[config.mk]
export PLATFORM = sky130hd
export DESIGN_NAME = mux_select_sequencer_flat
export DESIGN_NICKNAME = d
export VERILOG_FILES = /design/src/rtl/mux_select_sequencer_pkg.sv /design/src/rtl/mux_select_sequencer_if.sv /design/src/rtl/mux_select_sequencer_slot_dwell_counter.sv /design/src/rtl/mux_select_sequencer.sv /design/src/flat_wrapper.sv
export SDC_FILE = /design/constraint.sdc
export NUM_CORES = 1
export LEC_CHECK = 0
export ABC_AREA = 1
export BUFFER_PORTS_ARGS = -buffer_cell sky130_fd_sc_hd__buf_2
export CORE_MARGIN = 4
export CORE_UTILIZATION = 30
export CTS_CLUSTER_DIAMETER = 150
export DETAILED_ROUTE_END_ITERATION = 7
export PLACE_DENSITY = 0.5
export SLEW_MARGIN = 20
export SYNTH_ARGS = -nofsm -noshare
export SYNTH_HDL_FRONTEND = slang
export SYNTH_SLANG_ARGS = --single-unit
[constraint.sdc]
create_clock -name clk -period 2 [get_ports clk]
set_input_delay 0.1 -clock clk [delete_from_list [all_inputs] [get_ports clk]]
set_output_delay 0.1 -clock clk [all_outputs]
set_load 0.02 [all_outputs]
[src/rtl/mux_select_sequencer_pkg.sv]
// Shared types and slot-walking helpers for the mux select sequencer.
package mux_seq_pkg;

  typedef enum logic [1:0] {
    IDLE  = 2'd0,
    RUN   = 2'd1,
    EMPTY = 2'd2
  } state_t;

  typedef logic [1:0] slot_t;

  typedef struct packed {
    logic  none;
    slot_t slot;
  } next_slot_t;

  // Lowest enabled slot of a mask; 0 when the mask is empty.
  function automatic slot_t first_slot(input logic [3:0] mask);
    slot_t s;
    s = '0;
    for (int i = 3; i >= 0; i--) begin
      if (mask[i]) s = slot_t'(i);
    end
    return s;
  endfunction

  // Next enabled slot strictly above cur; none=1 when cur is the last one.
  function automatic next_slot_t next_slot(input logic [3:0] mask, input slot_t cur);
    next_slot_t r;
    r.none = 1'b1;
    r.slot = cur;
    for (int i = 3; i >= 0; i--) begin
      if (i > int'(cur) && mask[i]) begin
        r.none = 1'b0;
        r.slot = slot_t'(i);
      end
    end
    return r;
  endfunction

endpackage

[src/rtl/mux_select_sequencer_if.sv]
// Load handshake plus the mux-facing data/select/strobe bundle.
interface mux_select_sequencer_if;
  logic       load_valid;
  logic       load_ready;
  logic [3:0] load_data;
  logic [3:0] load_mask;
  logic       in0;
  logic       in1;
  logic       in2;
  logic       in3;
  logic       s0;
  logic       s1;
  logic       slot_valid;
  logic       frame_start;
  logic       frame_done;
  logic       busy;

  modport master (
    output load_valid, load_data, load_mask,
    input  load_ready, in0, in1, in2, in3, s0, s1,
           slot_valid, frame_start, frame_done, busy
  );

  modport slave (
    input  load_valid, load_data, load_mask,
    output load_ready, in0, in1, in2, in3, s0, s1,
           slot_valid, frame_start, frame_done, busy
  );
endinterface

[src/rtl/mux_select_sequencer_slot_dwell_counter.sv]
// Per-slot dwell counter with current and look-ahead terminal-count flags.
module slot_dwell_counter #(
  parameter int SLOT_CYCLES = 1,
  parameter int CNT_W       = 8
) (
  input  logic clk,
  input  logic rst_n,
  input  logic restart,
  input  logic enable,
  output logic last,
  output logic last_next
);

  localparam logic [CNT_W-1:0] LAST_COUNT = CNT_W'(SLOT_CYCLES - 1);

  logic [CNT_W-1:0] count_q;
  logic [CNT_W-1:0] count_d;

  assign last      = (count_q == LAST_COUNT);
  assign last_next = (count_d == LAST_COUNT);

  // Count up within a slot, wrap to zero on the final dwell cycle or when not running.
  always_comb begin
    count_d = '0;
    if (restart) begin
      count_d = '0;
    end else if (enable && !last) begin
      count_d = count_q + CNT_W'(1);
    end
  end

  // Counter register with synchronous clear.
  always_ff @(posedge clk) begin
    if (!rst_n) begin
      count_q <= '0;
    end else begin
      count_q <= count_d;
    end
  end

endmodule

[src/rtl/mux_select_sequencer.sv]
// Holds a 4-bit frame on the mux inputs and walks the select through its enabled slots.
module mux_select_sequencer
  import mux_seq_pkg::*;
#(
  parameter int SLOT_CYCLES = 1,
  parameter int CNT_W       = 8
) (
  input  logic                   clk,
  input  logic                   rst_n,
  mux_select_sequencer_if.slave  bus
);

  state_t     state_q, state_d;
  slot_t      slot_q, slot_d;
  logic [3:0] data_q, data_d;
  logic [3:0] mask_q, mask_d;
  logic       slot_valid_q, slot_valid_d;
  logic       frame_start_q, frame_start_d;
  logic       frame_done_q, frame_done_d;
  logic       busy_q, busy_d;

  logic       load_ready;
  logic       accept;
  logic       dwell_last;
  logic       dwell_last_next;
  next_slot_t cur_next;
  next_slot_t fut_next;

  assign cur_next   = next_slot(mask_q, slot_q);
  assign load_ready = rst_n & ((state_q == IDLE) |
                               ((state_q == RUN) & dwell_last & cur_next.none));
  assign accept     = bus.load_valid & load_ready;

  slot_dwell_counter #(
    .SLOT_CYCLES (SLOT_CYCLES),
    .CNT_W       (CNT_W)
  ) u_dwell (
    .clk       (clk),
    .rst_n     (rst_n),
    .restart   (accept),
    .enable    (state_q == RUN),
    .last      (dwell_last),
    .last_next (dwell_last_next)
  );

  // Next-state and look-ahead strobe computation; strobes describe the coming cycle.
  always_comb begin
    state_d = state_q;
    slot_d  = slot_q;
    data_d  = data_q;
    mask_d  = mask_q;
    if (accept) begin
      data_d = bus.load_data;
      mask_d = bus.load_mask;
      if (|bus.load_mask) begin
        state_d = RUN;
        slot_d  = first_slot(bus.load_mask);
      end else begin
        state_d = EMPTY;
      end
    end else begin
      case (state_q)
        RUN: begin
          if (dwell_last) begin
            if (!cur_next.none) begin
              slot_d = cur_next.slot;
            end else begin
              state_d = IDLE;
            end
          end
        end
        EMPTY:   state_d = IDLE;
        default: state_d = state_q;
      endcase
    end
    fut_next      = next_slot(mask_d, slot_d);
    slot_valid_d  = (state_d == RUN);
    frame_start_d = accept & (|bus.load_mask);
    frame_done_d  = (state_d == EMPTY) |
                    ((state_d == RUN) & dwell_last_next & fut_next.none);
    busy_d        = (state_d != IDLE);
  end

  // State, held frame and registered strobes; reset abandons any frame silently.
  always_ff @(posedge clk) begin
    if (!rst_n) begin
      state_q       <= IDLE;
      slot_q        <= '0;
      data_q        <= '0;
      mask_q        <= '0;
      slot_valid_q  <= 1'b0;
      frame_start_q <= 1'b0;
      frame_done_q  <= 1'b0;
      busy_q        <= 1'b0;
    end else begin
      state_q       <= state_d;
      slot_q        <= slot_d;
      data_q        <= data_d;
      mask_q        <= mask_d;
      slot_valid_q  <= slot_valid_d;
      frame_start_q <= frame_start_d;
      frame_done_q  <= frame_done_d;
      busy_q        <= busy_d;
    end
  end

  assign bus.load_ready  = load_ready;
  assign bus.in0         = data_q[0];
  assign bus.in1         = data_q[1];
  assign bus.in2         = data_q[2];
  assign bus.in3         = data_q[3];
  assign bus.s0          = slot_q[1];
  assign bus.s1          = slot_q[0];
  assign bus.slot_valid  = slot_valid_q;
  assign bus.frame_start = frame_start_q;
  assign bus.frame_done  = frame_done_q;
  assign bus.busy        = busy_q;

endmodule
[src/flat_wrapper.sv]
// flat-port wrapper written by rule: the top's interface ports become plain ports
module mux_select_sequencer_flat import mux_seq_pkg::*;
#(
  parameter int SLOT_CYCLES = 1,
  parameter int CNT_W       = 8
)
  (clk, rst_n, bus_load_valid, bus_load_data, bus_load_mask, bus_load_ready, bus_in0, bus_in1, bus_in2, bus_in3, bus_s0, bus_s1, bus_slot_valid, bus_frame_start, bus_frame_done, bus_busy);
  mux_select_sequencer_if bus_i ();
  input  logic clk;
  input  logic rst_n;
  input wire logic [$bits(bus_i.load_valid)-1:0] bus_load_valid;
  input wire logic [$bits(bus_i.load_data)-1:0] bus_load_data;
  input wire logic [$bits(bus_i.load_mask)-1:0] bus_load_mask;
  output wire logic [$bits(bus_i.load_ready)-1:0] bus_load_ready;
  output wire logic [$bits(bus_i.in0)-1:0] bus_in0;
  output wire logic [$bits(bus_i.in1)-1:0] bus_in1;
  output wire logic [$bits(bus_i.in2)-1:0] bus_in2;
  output wire logic [$bits(bus_i.in3)-1:0] bus_in3;
  output wire logic [$bits(bus_i.s0)-1:0] bus_s0;
  output wire logic [$bits(bus_i.s1)-1:0] bus_s1;
  output wire logic [$bits(bus_i.slot_valid)-1:0] bus_slot_valid;
  output wire logic [$bits(bus_i.frame_start)-1:0] bus_frame_start;
  output wire logic [$bits(bus_i.frame_done)-1:0] bus_frame_done;
  output wire logic [$bits(bus_i.busy)-1:0] bus_busy;
  assign bus_i.load_valid = bus_load_valid;
  assign bus_i.load_data = bus_load_data;
  assign bus_i.load_mask = bus_load_mask;
  assign bus_load_ready = bus_i.load_ready;
  assign bus_in0 = bus_i.in0;
  assign bus_in1 = bus_i.in1;
  assign bus_in2 = bus_i.in2;
  assign bus_in3 = bus_i.in3;
  assign bus_s0 = bus_i.s0;
  assign bus_s1 = bus_i.s1;
  assign bus_slot_valid = bus_i.slot_valid;
  assign bus_frame_start = bus_i.frame_start;
  assign bus_frame_done = bus_i.frame_done;
  assign bus_busy = bus_i.busy;
  mux_select_sequencer #(.SLOT_CYCLES(SLOT_CYCLES), .CNT_W(CNT_W)) u_core (.clk(clk), .rst_n(rst_n), .bus(bus_i));
endmodule
**Word-level counts from Yosys, hierarchy flattened**

Index checks and enable logic that the tools add are counted.

- Memories: 0
- Bits in writable memories: 0
- Input bits: 11
- Memory bits (read-only): 0
- Logic and storage cells: 66
- Latch bits: 0
- Flip-flop bits (word level): 24

- Magnitude comparators: 6
- Mux-type cells: 23
- Divide/modulo/power cells: 0
- Bitwise gates (word level): 9
- Reduce and logical (&&, ||, !) cells: 13
- Shift-type cells: 0
- Eq/ne operators: 4
- $mul: 0
- Add/subtract/negate cells: 1

Operator list:

| operator | count |
|---|---|
| $mux 2 | 13 |
| $mux 3 | 6 |
| $logic_not 8->1 | 2 |
| $mux 8 | 2 |
| $add 8x1->8 const B | 1 |
| $gt 2x2->1 const A | 4 |
| $and 1x1->1 | 7 |
| $logic_and 1x1->1 | 7 |
| $eq 2x1->1 const B | 2 |
| $eq 2x2->1 const B | 2 |
| $gt 1x2->1 const A | 2 |
| $mux 4 | 1 |
| $pmux 2 s2 | 1 |
| $reduce_or 4->1 | 1 |
| $logic_not 2->1 | 1 |
| $or 1x1->1 | 2 |
| $reduce_bool 2->1 | 1 |
| $logic_not 1->1 | 1 |

**Longest topological paths before layout**

- Word-level depth: 17
- Gate-level depth with buffers: 15
- Gate-level depth less buffers: 15

**Modules after synthesis**

A second synthesis with hierarchy kept.

- Cell total of the unflattened synthesis: 188
- Area, all modules: 1311.3 um^2

By module, submodules not included:

| module | area each (um^2) | cells each | instances |
|---|---|---|---|
| mux_select_sequencer | 802.0 | 112 | 1 |
| slot_dwell_counter | 509.2 | 76 | 1 |

**Worst setup path before layout**

Ideal clock, no wire load.

- Path kind: flip-flop to flip-flop
- From: reg u_core.slot_q[0]
- To: reg u_core.frame_done_q, in the netlist u_core.bus.frame_done
- Data arrival time: 1.569 ns
- Setup time: 0.112 ns
- Stages on the path, launching flop included: 15
- Required time: 1.888 ns
- Clock period less this slack: 1.681 ns
- Setup slack: 0.319 ns
- Path buffers: 1
- Cell sequence: dfxtp_1 -> inv_1 -> nand2_1 -> nor2_1 -> nor2_1 -> nand3_1 -> nand2_2 -> nand3_4 -> buf_6 -> o21ai_2 -> nand2_1 -> nand2_1 -> nand2_1 -> nand2_1 -> nand2_1

- Longest elaborated chain between the ends: 17
- Elaborated cells on any way between the ends: 39
- Those cells by class: order compare: 6; eq/ne: 2; mux: 17; bitwise: 7; reduce/logical: 7

RTL lines:

| element | line | text |
|---|---|---|
| start, declared | mux_select_sequencer.sv:14 | `slot_t slot_q, slot_d;` |
| start signal, assigned | mux_select_sequencer.sv:97 | `slot_q <= slot_d;` |
| $gt 2x2->1 | mux_select_sequencer_pkg.sv:33 | `if (i > int'(cur) && mask[i]) begin` |
| $logic_and 1x1->1 | mux_select_sequencer_pkg.sv:33 |  |
| $mux 3 (3 in a row) | mux_select_sequencer_pkg.sv:33 |  |
| $and 1x1->1 | mux_select_sequencer.sv:31 | `((state_q == RUN) & dwell_last & cur_next.none));` |
| $or 1x1->1 | mux_select_sequencer.sv:30 | `assign load_ready = rst_n & ((state_q == IDLE) \|` |
| $and 1x1->1 | mux_select_sequencer.sv:30 |  |
| $and 1x1->1 | mux_select_sequencer.sv:32 | `assign accept = bus.load_valid & load_ready;` |
| $mux 2 | mux_select_sequencer.sv:52 | `if (accept) begin` |
| $gt 2x2->1 | mux_select_sequencer_pkg.sv:33 |  |
| $logic_and 1x1->1 | mux_select_sequencer_pkg.sv:33 |  |
| $mux 3 (3 in a row) | mux_select_sequencer_pkg.sv:33 |  |
| $and 1x1->1 | mux_select_sequencer.sv:80 | `((state_d == RUN) & dwell_last_next & fut_next.none);` |
| $or 1x1->1 * | mux_select_sequencer.sv:79 | `frame_done_d = (state_d == EMPTY) \|` |
| end signal, assigned | mux_select_sequencer.sv:102 | `frame_done_q <= frame_done_d;` |
| end, declared | mux_select_sequencer.sv:19 | `logic frame_done_q, frame_done_d;` |

Mark *: on every way between the ends. The rest lies on a longest branch, timed or not.
A chain may end at the register's enable or synchronous reset.

**Worst setup path after layout**

- From: reg u_core.u_dwell.count_q[0]
- To: reg u_core.frame_done_q, in the netlist u_core.bus.frame_done

- Longest elaborated chain between the ends: 14
- Elaborated cells on any way between the ends: 33
- Those cells by class: add/sub: 1; order compare: 3; eq/ne: 2; mux: 12; bitwise: 8; reduce/logical: 7

RTL lines:

| element | line | text |
|---|---|---|
| start, declared | mux_select_sequencer_slot_dwell_counter.sv:16 | `logic [CNT_W-1:0] count_q;` |
| start signal, assigned | mux_select_sequencer_slot_dwell_counter.sv:37 | `count_q <= count_d;` |
| $logic_not 8->1 | mux_select_sequencer_slot_dwell_counter.sv:19 | `assign last = (count_q == LAST_COUNT);` |
| $and 1x1->1 (2 in a row) | mux_select_sequencer.sv:31 |  |
| $or 1x1->1 | mux_select_sequencer.sv:30 |  |
| $and 1x1->1 | mux_select_sequencer.sv:30 |  |
| $and 1x1->1 | mux_select_sequencer.sv:32 |  |
| $mux 2 | mux_select_sequencer.sv:52 |  |
| $gt 2x2->1 | mux_select_sequencer_pkg.sv:33 |  |
| $logic_and 1x1->1 | mux_select_sequencer_pkg.sv:33 |  |
| $mux 3 (3 in a row) | mux_select_sequencer_pkg.sv:33 |  |
| $and 1x1->1 | mux_select_sequencer.sv:80 |  |
| $or 1x1->1 * | mux_select_sequencer.sv:79 |  |

Marked as above.

==> impl_metrics.toml <==
[placed_design]
port_buffers = 21
place_ws_ps = 122
place.gp.congestion = 0.807
place_hpwl_um = 2240

[yosys]
netlist_instances = 199
synth_cell_types = 22
ys_top_cells_by_area = "dfxtp_1 (36%), nand2_1 (18%), nor2_1 (8.5%)"
synthFlopType = "dfxtp_1"
synth.most_common_cell = "nand2_1"
syn-num-nets = 215
syn_avg_cell_area_um2 = 6.46
yosys.area.top_type = "dfxtp_1"
yosysSeqAreaShare_pct = 35.8
synthTopCellsByCount = "nand2_1 (60), nor2_1 (29), inv_1 (28)"
synth_top_area_share_pct = 35.8
synth_warnings = 0
synth_seq_cells = 23
syn-cell-area_mm2 = 0.00128
async_flop_share_pct = 0
synth_edf_count = 0

[floorplan]
core_mm2 = 0.00406
die_height_um = 73.4
dieArea_mm2 = 0.00539
num_io_pins = 22
start_util_pct = 31.7
row_count = 23
dieWidth_um = 73.4

[global_routing]
antenna_found_initial = 0
grt_max_degree = 23
grt_use_total_pct = 12.3
grt_pass1_vias = 1073
grt_pass1_wl_um = 5130
overflow = 0

[pwr]
peakVddDrop_v = 0.000335
comb_power_share_pct = 19.3
total_power_uw = 971
p_leak_nw = 0.750
p_per_area_mw_per_mm2 = 623
p_switching_uw = 288
p_int_uw = 683
pwr-share-clk_pct = 30.2
sw_frac_of_total_pct = 29.7
seqPwrFrac_pct = 50.5

[setup_path]
arrival_ps = 2070
cp-start-kind = "flop"
crit_path_max_fanout = 5
cp_data_required_time_ps = 2210
worst-setup-path-type = "reg -> reg"
end_kind = "flop"

[routing]
vias = 1241
final_antenna_net_count = 0
viasPerCell = 4.50
drtPass1Iterations = 6
dr.first_iter.drc_count = 64
drc = 0
drt-total-wl_um = 3110
wl_per_cell_um = 11.3

[sta]
clock.fmax_ghz = 0.539
setup_ws_ps = 145
setup_viol = 0
hold_viol_final = 0
relSlewSlack_pct = 63.6
fin_skew_ps = 8.07
finalMaxSlewViolations = 0
period_needed_ps = 1850
finalCritPeriodShare_pct = 92.7
tightest_slew_ps = 545

[finish]
final_util_pct = 38.4
drive_gt1_share_pct = 20.8
fin_nets = 243
diodes = 0
area_delta_synth_final_pct = 21.2

[clock_tree]
cts_inserted_buffers = 3
cts_hold_buf = 0
clk_pin_slew_ps = 90
tritoncts = "yes"
cts.sink_count = 23
h-tree-depth = 1
clock_path_buffers = 2
insertion_delay_ps = 270
clock-root-buffer = "clkbuf_8"

[status]
status = "completed"

[worst_hold_path]
hold_path_class = "in -> reg"

[job]
cap_violations = 0
==> per-stage QoR <==
step	hold slack, ps	std cells	instance area (um^2)	TNS (ps)
3_5_place_dp	297	267	1430	0
2_1_floorplan	211	199	1280	0
4_1_cts	10.9	271	1480	0
6_report	19.0	276	1560	0
3_3_place_gp	294	267	1430	0
5_1_grt	30.1	276	1560	-36.3
==> state kept, by name, indices dropped and copies added, names as in the netlist <==
signal / flops
u_core.bus.busy: 1
u_core.bus.frame_done: 1
u_core.mask_q: 3
u_core.bus.frame_start: 1
u_core.bus.slot_valid: 1
u_core.data_q: 4
u_core.u_dwell.count_q: 8
u_core.slot_q: 2
u_core.state_q: 2
==> critical path: stages, from the launching register on <==
cell	delay, ps
dfxtp_4	360
inv_1	50
ha_2	180
nand2_2	80
nor2_1	110
nand3_1	110
nand2_2	180
nand3_4	140
buf_6	150
nand2_1	60
o21ai_2	70
nor2_1	120
nand2_1	60
nand2_1	50
nand2_1	50
nand2_1	50
==> logic make-up after synthesis <==
group / Yosys count / synth area share [%]
adders and majority gates: 5 / 4.87
AOI/OAI and AO/OA: 20 / 8.76
buffers and inverters: 35 / 11.8
DFF: 23 / 35.8
and+or+nand+nor: 116 / 38.8
==> path summary, 6_finish.rpt <==
check / from / endpoint / slack [ps] / depth (start not counted)
setup reg to reg: u_core.u_dwell.count_q[0] / u_core.bus.frame_done / 150 / 15
hold / removal: bus_load_data[2] / u_core.data_q[2] / 20 / 3
hold reg to reg: u_core.u_dwell.count_q[0] / u_core.u_dwell.count_q[0] / 440 / 1
setup / recovery: u_core.u_dwell.count_q[0] / u_core.bus.frame_done / 150 / 15
==> layer usage <==
| metal | global-route usage (%) | up-vias | wire length (um) |
|---|---|---|---|
| met1 | 18.2 | 532 | 1640 |
| li1 | - | 686 | - |
| met2 | 18.1 | 19 | 1320 |
| met3 | 1.64 | 4 | 105 |
| met5 | 0 | - | 0 |
| met4 | 4.23 | 0 | 40 |
==> cells in the final DEF, fill, tap and decap left out, types with 3 or more instances in the layout <==
cell and count:
clkbuf_8 3, nand4_1 3, o21ai_0 7, dfxtp_1 21, ha_1 4, o21ai_1 5
inv_1 28, nand3_1 11, buf_4 5, a21oi_1 3, nand2_2 4, nor2_1 29
nand2_1 58, nor3_1 3, nor4_1 5, o21ai_2 3, buf_2 21
==> power groups by stage <==
stage / Clock (mW) / Combinational, mW / Sequential (mW)
global placement: 0 / 0.171 / 0.503
detailed placement: 0 / 0.170 / 0.503
global route: 0.326 / 0.215 / 0.494
finish: 0.293 / 0.187 / 0.491
floorplan: 0 / 0.0986 / 0.523
CTS: 0.307 / 0.171 / 0.492
==> repair_timing <==
item	in CTS	in global routing
buffers inserted	0	3
endpoints found under the setup margin	0	3
endpoints found under the hold margin	0	0
gates resized for setup	0	12
==> final cells by class <==
| cell class | count | area, um^2 |
|---|---|---|
| fillers | 448 | 2500 |
| multi-input cells | 143 | 719 |
| flip-flops and latches | 23 | 465 |
| repair buffers | 27 | 154 |
| inverters | 29 | 110 |
| well taps | 50 | 62.6 |
| clock buffers | 3 | 41.3 |
| clock inverters | 1 | 5.00 |
Power figures use the tool's default switching activity.
